$ cat src/rtl/fifo_rd_stream_adapter.sv
// fifo_rd_stream_adapter
//
// Read-domain adapter that sits directly behind an asynchronous FIFO. It turns
// the FIFO pop interface (rd_en / rd_empty, data registered one cycle after the
// pop) into a first-word-fall-through valid/ready stream. A head register and a
// skid register form a 2-entry buffer so the stream runs at full rate even
// under back-pressure. A synchronous flush discards everything buffered or in
// flight, and a wrapping counter tallies accepted output transfers.
//
// Ports:
//   rd_clk         read-domain clock
//   rd_rst_n       asynchronous active-low reset
//   fifo_rd_en     pop request to the FIFO (combinational)
//   fifo_rd_empty  FIFO empty flag
//   fifo_rd_data   FIFO read data, valid the cycle after a pop
//   m_valid        output word available
//   m_ready        downstream accepts the word
//   m_data         output word (head register)
//   flush          discard all buffered and in-flight words
//   level          words held in the buffer (0..2)
//   word_count     accepted output transfers, wrapping
module fifo_rd_stream_adapter #(
   parameter int unsigned BITS     = 32,
   parameter int unsigned CNT_BITS = 16
) (
   input  logic                rd_clk,
   input  logic                rd_rst_n,
   output logic                fifo_rd_en,
   input  logic                fifo_rd_empty,
   input  logic [BITS-1:0]     fifo_rd_data,
   output logic                m_valid,
   input  logic                m_ready,
   output logic [BITS-1:0]     m_data,
   input  logic                flush,
   output logic [1:0]          level,
   output logic [CNT_BITS-1:0] word_count
);

   localparam logic [1:0] LvlEmpty = 2'd0;
   localparam logic [1:0] LvlOne   = 2'd1;
   localparam logic [1:0] LvlTwo   = 2'd2;

   logic [1:0]          level_q, level_d;
   logic                inflight_q, inflight_d;
   logic [BITS-1:0]     head_q, head_d;
   logic [BITS-1:0]     skid_q, skid_d;
   logic [CNT_BITS-1:0] count_q, count_d;

   logic       pop;
   logic       arr;
   logic [2:0] occ_after_pop;

   assign m_valid    = (level_q != LvlEmpty);
   assign m_data     = head_q;
   assign level      = level_q;
   assign word_count = count_q;

   assign pop = m_valid && m_ready;
   // A word popped from the FIFO on the previous edge arrives on this edge.
   assign arr = inflight_q;

   // Occupancy counting the word in flight, minus the word leaving this cycle.
   // pop implies level_q >= 1, so this never underflows.
   assign occ_after_pop = {1'b0, level_q} + {2'b00, inflight_q} - {2'b00, pop};

   // rd_rst_n gates the request so the FIFO is never popped while held in reset.
   assign fifo_rd_en = rd_rst_n && !fifo_rd_empty && !flush && (occ_after_pop < 3'd2);

   always_comb begin
      level_d    = level_q;
      head_d     = head_q;
      skid_d     = skid_q;
      inflight_d = fifo_rd_en;
      count_d    = pop ? count_q + {{(CNT_BITS-1){1'b0}}, 1'b1} : count_q;

      if (flush) begin
         // Buffered words and the word arriving now are all dropped.
         level_d    = LvlEmpty;
         inflight_d = 1'b0;
      end else begin
         case (level_q)
            LvlEmpty: begin
               if (arr) begin
                  head_d  = fifo_rd_data;
                  level_d = LvlOne;
               end
            end
            LvlOne: begin
               if (arr && !pop) begin
                  skid_d  = fifo_rd_data;
                  level_d = LvlTwo;
               end else if (pop && !arr) begin
                  level_d = LvlEmpty;
               end else if (pop && arr) begin
                  head_d = fifo_rd_data;
               end
            end
            LvlTwo: begin
               if (pop) begin
                  head_d = skid_q;
                  if (arr) begin
                     skid_d = fifo_rd_data;
                  end else begin
                     level_d = LvlOne;
                  end
               end
            end
            default: begin
               level_d = LvlEmpty;
            end
         endcase
      end
   end

   always_ff @(posedge rd_clk or negedge rd_rst_n) begin
      if (!rd_rst_n) begin
         level_q    <= LvlEmpty;
         inflight_q <= 1'b0;
         head_q     <= '0;
         skid_q     <= '0;
         count_q    <= '0;
      end else begin
         level_q    <= level_d;
         inflight_q <= inflight_d;
         head_q     <= head_d;
         skid_q     <= skid_d;
         count_q    <= count_d;
      end
   end

   // The issue rule must keep a third word from arriving into a full buffer.
   a_no_overflow : assert property (@(posedge rd_clk) disable iff (!rd_rst_n)
      !(level_q == LvlTwo && inflight_q && !pop));

endmodule
$ cat config.mk
export PLATFORM = sky130hd
export DESIGN_NAME = fifo_rd_stream_adapter
export DESIGN_NICKNAME = d
export VERILOG_FILES = /design/src/rtl/fifo_rd_stream_adapter.sv
export SDC_FILE = /design/constraint.sdc
export NUM_CORES = 1
export LEC_CHECK = 0
export ABC_AREA = 1
export CORE_ASPECT_RATIO = 1.25
export CORE_UTILIZATION = 54
export DETAILED_ROUTE_END_ITERATION = 16
export GPL_TIMING_DRIVEN = 0
export PLACE_DENSITY = 0.85
export SLEW_MARGIN = 20
export SYNTH_ARGS = -nofsm -noshare
export SYNTH_HDL_FRONTEND = slang
export SYNTH_SLANG_ARGS = --single-unit
$ cat constraint.sdc
create_clock -name rd_clk -period 7.03 [get_ports rd_clk]
set_input_delay 1.406 -clock rd_clk [delete_from_list [all_inputs] [get_ports rd_clk]]
set_output_delay 1.406 -clock rd_clk [all_outputs]
set_load 0.01 [all_outputs]
# Yosys cells after proc, flatten, opt, wreduce, memory -nomap -nowiden
# Index checks and enable logic that the tools add are counted.
# Widths: inputs -> output; s select.
totals:
  out_inout_bits: 52
  regBits: 83
  wordCells: 58
  input_bits: 37
classes:
  bitwise: 1
  order_cmp: 1
  mux: 17
  n_eq_ne: 13
  reduce_logical: 18
  add_sub_neg: 3
ops:
  columns: ["operator", "count"]
  rows:
  - ["$mux 32", 7]
  - ["$pmux 32 s3", 1]
  - ["$pmux 32 s2", 1]
  - ["$add 16x1->16 const B", 1]
  - ["$ne 2x2->1 const B", 7]
  - ["$mux 2", 6]
  - ["$ne 3x3->1 const B", 3]
  - ["$logic_and 1x1->1", 7]
  - ["$reduce_and 7->1", 1]
  - ["$pmux 2 s3", 1]
  - ["$reduce_and 5->1", 1]
  - ["$logic_not 1->1", 4]
  - ["$ne 4x4->1 const B", 1]
  - ["$reduce_and 4->1", 1]
  - ["$reduce_bool 2->1", 2]
  - ["$add 2x1->3", 1]
  - ["$lt 3x2->1 const B", 1]
  - ["$reduce_bool 3->1", 1]
  - ["$sub 3x1->3", 1]
  - ["$eq 2x1->1 const B", 1]
  - ["$eq 2x2->1 const B", 1]
  - ["$logic_not 2->1", 1]
  - ["$mux 1", 1]
  - ["$not 1->1", 1]

# Depth between registers and ports, before layout
logic_depth:
  ltp_word: 7
  depth_mapped: 9
  depth_no_buf: 8

# Worst setup path before layout
# No wires, ideal clock.
synth_path:
  path_type: "input -> output"
  from: "in m_ready"
  to: "out fifo_rd_en"
  cell_stages: 6
  arrival_ns: 3.090
  slack_ns: 2.534
  cell_sequence: "o21ai_0 > ha_1 > or2_2 > fa_1 > nand2_1 > nor4_1"
synth_between:
  elab_chain_len: 4
synth_lines:
  columns: ["element", "line_no", "rtl"]
  rows:
  - ["start, declared", "32", "input logic m_ready,"]
  - ["$logic_and 1x1->1", "58", "assign pop = m_valid && m_ready;"]
  - ["$sub 3x1->3", "64", "assign occ_after_pop = {1'b0, level_q} + {2'b00, inflight_q} - {2'b00, pop};"]
  - ["$lt 3x2->1", "67", "assign fifo_rd_en = rd_rst_n && !fifo_rd_empty && !flush && (occ_after_pop < 3'd2);"]
  - ["$logic_and 1x1->1", "67", null]
  - ["end, declared", "28", "output logic fifo_rd_en,"]
# Every way passes these cells.

# Final worst setup path
# Ends and elaborated chain as after synthesis.

==> results.sh <==
export IMPL_status="finished, final reports clean"
export IMPL_drt_wl_total_mm=8.98
export IMPL_netlist_top_cells_area="dfrtp_1 (53%), nand2_1 (16%), o21ai_0 (8.9%), nand3_1 (5.3%), inv_1 (5.2%)"
export IMPL_holdPathStages=2
export IMPL_grt_first_pass_wirelength_mm=15.4
export IMPL_antenna_cells=0
export IMPL_worst_slew_pin_slew_ps=545
export IMPL_cts_setup_buffers=0
export IMPL_pin_count=89
export IMPL_met2_usage=0.445
export IMPL_rsz0062_at_grt="false"
export IMPL_p_leak_uw=0.00251
export IMPL_cts_buffers=9
export IMPL_ys_types=26
export IMPL_avgViaCountPerCell=5.22
export IMPL_start_util=0.557
export IMPL_hold_viol=0
export IMPL_use_met3=0.0425
export IMPL_holdBufCountCts=0
export IMPL_die_h_um=96.8
export IMPL_slew_headroom=0.633
export IMPL_place_ws_ps=1330
export IMPL_required_ps=5620
export IMPL_busiest_layer="met2"
export IMPL_synth_ff_type="dfrtp_1"
export IMPL_hpwl_mm=6.48
export IMPL_die_area_um2=7540
export IMPL_grt_overflow=0
export IMPL_area_growth_pct=30.5
export IMPL_ant_nets=0
export IMPL_grt_antenna_before_repair=0
export IMPL_numPortBuffers=88
export IMPL_fmax_ghz=0.175
export IMPL_ctsHtreeMaxLevel=3
export IMPL_fp_row_count=34
export IMPL_vias=3507
export IMPL_dr_pass1_iters=4
export IMPL_placed_cell_area_um2=4900
export IMPL_synth_edf_count=0
export IMPL_drc=0
export IMPL_arrival_ps=4320
export IMPL_power_switching_uw=619
export IMPL_ctsResizeCount=0
export IMPL_drtIter0Drc=298
export IMPL_p_clk_frac=0.175
export IMPL_grt_max_degree=49
export IMPL_setup_violations=0
export IMPL_min_period_over_period=0.815
export IMPL_reg2reg_depth=6
export IMPL_yosysWarningCount=0
export IMPL_cts_sinks=83
export IMPL_finalWorstSetupSlack_ps=1300
export IMPL_wl_per_cell_um=13.4
export IMPL_synth_largest_area_cell="dfrtp_1"
export IMPL_track_usage=0.260
export IMPL_ys_seq_area_frac=0.535
export IMPL_slew_viol_final=0
export IMPL_ir_drop_v=0.000186
export IMPL_pwr_density_cell_nw_per_um2=343
export IMPL_yosysMostFrequentCell="nand2_1"
export IMPL_startpoint_type="input pin"
export IMPL_cp_max_fo=5
export IMPL_crit_type="in2out"
export IMPL_synth_cells=477
export IMPL_cts_tree="built"
export IMPL_insertion_delay_ps=350
export IMPL_fillers=554
export IMPL_fin_crit_ps=5730
export IMPL_ys_top_cells_by_count="nand2_1 (161), dfrtp_1 (83), o21ai_0 (69)"
export IMPL_internal_power_uw=1120
export IMPL_seqPwrFrac=0.440
export IMPL_layout_drive_gt1_share=0.0670
export IMPL_cp_end_kind="output port"
export IMPL_dieWidth_um=77.9
export IMPL_use_met1=0.326
export IMPL_ys_seq_elements=83
export IMPL_syn_area_per_cell_um2=8.14
export IMPL_finalClockSkew_ps=14.3
export IMPL_switching_share=0.356
export IMPL_hp_class="reg2reg"
export IMPL_finalInstanceArea_um2=5070
export IMPL_comb_power_share=0.386
export IMPL_finalSetupTns_ps=0
export IMPL_place_congestion=0.785
export IMPL_fin_nets=617
export IMPL_clock_path_buffers=2
export IMPL_first_global_vias=3440
export IMPL_root_buffer="clkbuf_8"
export IMPL_synthesis_area_um2=3880
export IMPL_yosys_area_top_type_share=0.535
export IMPL_clk_pin_slew_ps=80
export IMPL_core_um2=6980
export IMPL_total_power_uw=1740
export IMPL_max_cap_violations=0
export IMPL_synth_nets=517
export IMPL_async_flop_share=1.00
state kept, by name (all words and copies together), names as in the netlist:
register and count:
word_count 16, level 2, m_data 32, arr 1, skid_q 32
layer usage:
| layer | part of all wire | up-vias |
|---|---|---|
| li1 | - | 1714 |
| met1 | 0.43 | 1673 |
| met2 | 0.52 | 107 |
| met3 | 0.042 | 13 |
| met4 | 0.016 | 0 |
| met5 | 0 | - |
final cells by class:
class / instances / area, um2 / area share
Clock buffer: 10 / 128 / 0.0252
Buffer: 22 / 120 / 0.0237
Timing Repair Buffer: 89 / 906 / 0.179
Sequential cell: 83 / 2080 / 0.410
Multi-Input combinational cell: 317 / 1480 / 0.292
Tap cell: 90 / 113 / 0.0222
Inverter: 55 / 206 / 0.0407
Clock inverter: 6 / 40.0 / 0.00790
path summary, 6_finish.rpt:
kind	from	end	slack, ps
setup / recovery	m_ready	fifo_rd_en	1300
hold / removal	m_data[4]	m_data[4]	480
setup reg to reg	level[1]	arr	4520
hold reg to reg	m_data[4]	m_data[4]	480
max in group asynchronous	rd_rst_n	skid_q[17]	5430
min in group asynchronous	rd_rst_n	word_count[15]	1000
metrics by stage:
| stage | hold WS, ps | cells | utilization |
|---|---|---|---|
| 3_3_place_gp | 453 | 655 | 0.699 |
| 5_1_grt | 508 | 672 | 0.727 |
| 3_5_place_dp | 459 | 656 | 0.703 |
| 6_report | 476 | 672 | 0.727 |
| 2_1_floorplan | 501 | 477 | - |
| 4_1_cts | 480 | 672 | 0.727 |
logic make-up (layout without fill, tap and decap cells):
kind of cell,after synthesis,count (layout),synth area share
and+or+nand+nor,230,230,0.248
xor gates and xnor gates,12,12,0.0271
AOI/OAI and AO/OA,72,72,0.0944
DFF,83,83,0.535
buffers and inverters,77,182,0.0841
adders and majority gates,3,3,0.0116
power groups by stage:
stage               registers [uW]  clock network [uW]  logic [uW]
CTS                            766                 306         678
global placement               765                   0         647
finish                         765                 305         671
floorplan                      805                   0         302
global route                   789                 329         755
detailed placement             773                   0         671
cell usage in the layout (no fill, tap or decap), drive strengths merged:
cell             n
nand2          162
clkdlybuf4s50   87
dfrtp           83
o21ai           71
inv             56
nand3           41
clkbuf          19
nor2            16
buf             15
xor2             6
nand4            6
xnor2            6
clkinv           4
nor4             2
ha               2
nor3             2
or2              1
o21bai           1
fa               1
clkinvlp         1
critical path, stage by stage:
cell and delay (ps):
clkdlybuf4s50_1 590, o21ai_0 270, ha_1 370, or2_2 300, fa_1 480, nand2_1 70, nor4_1 250, clkdlybuf4s50_1 580
Power figures use the tool's default switching activity.
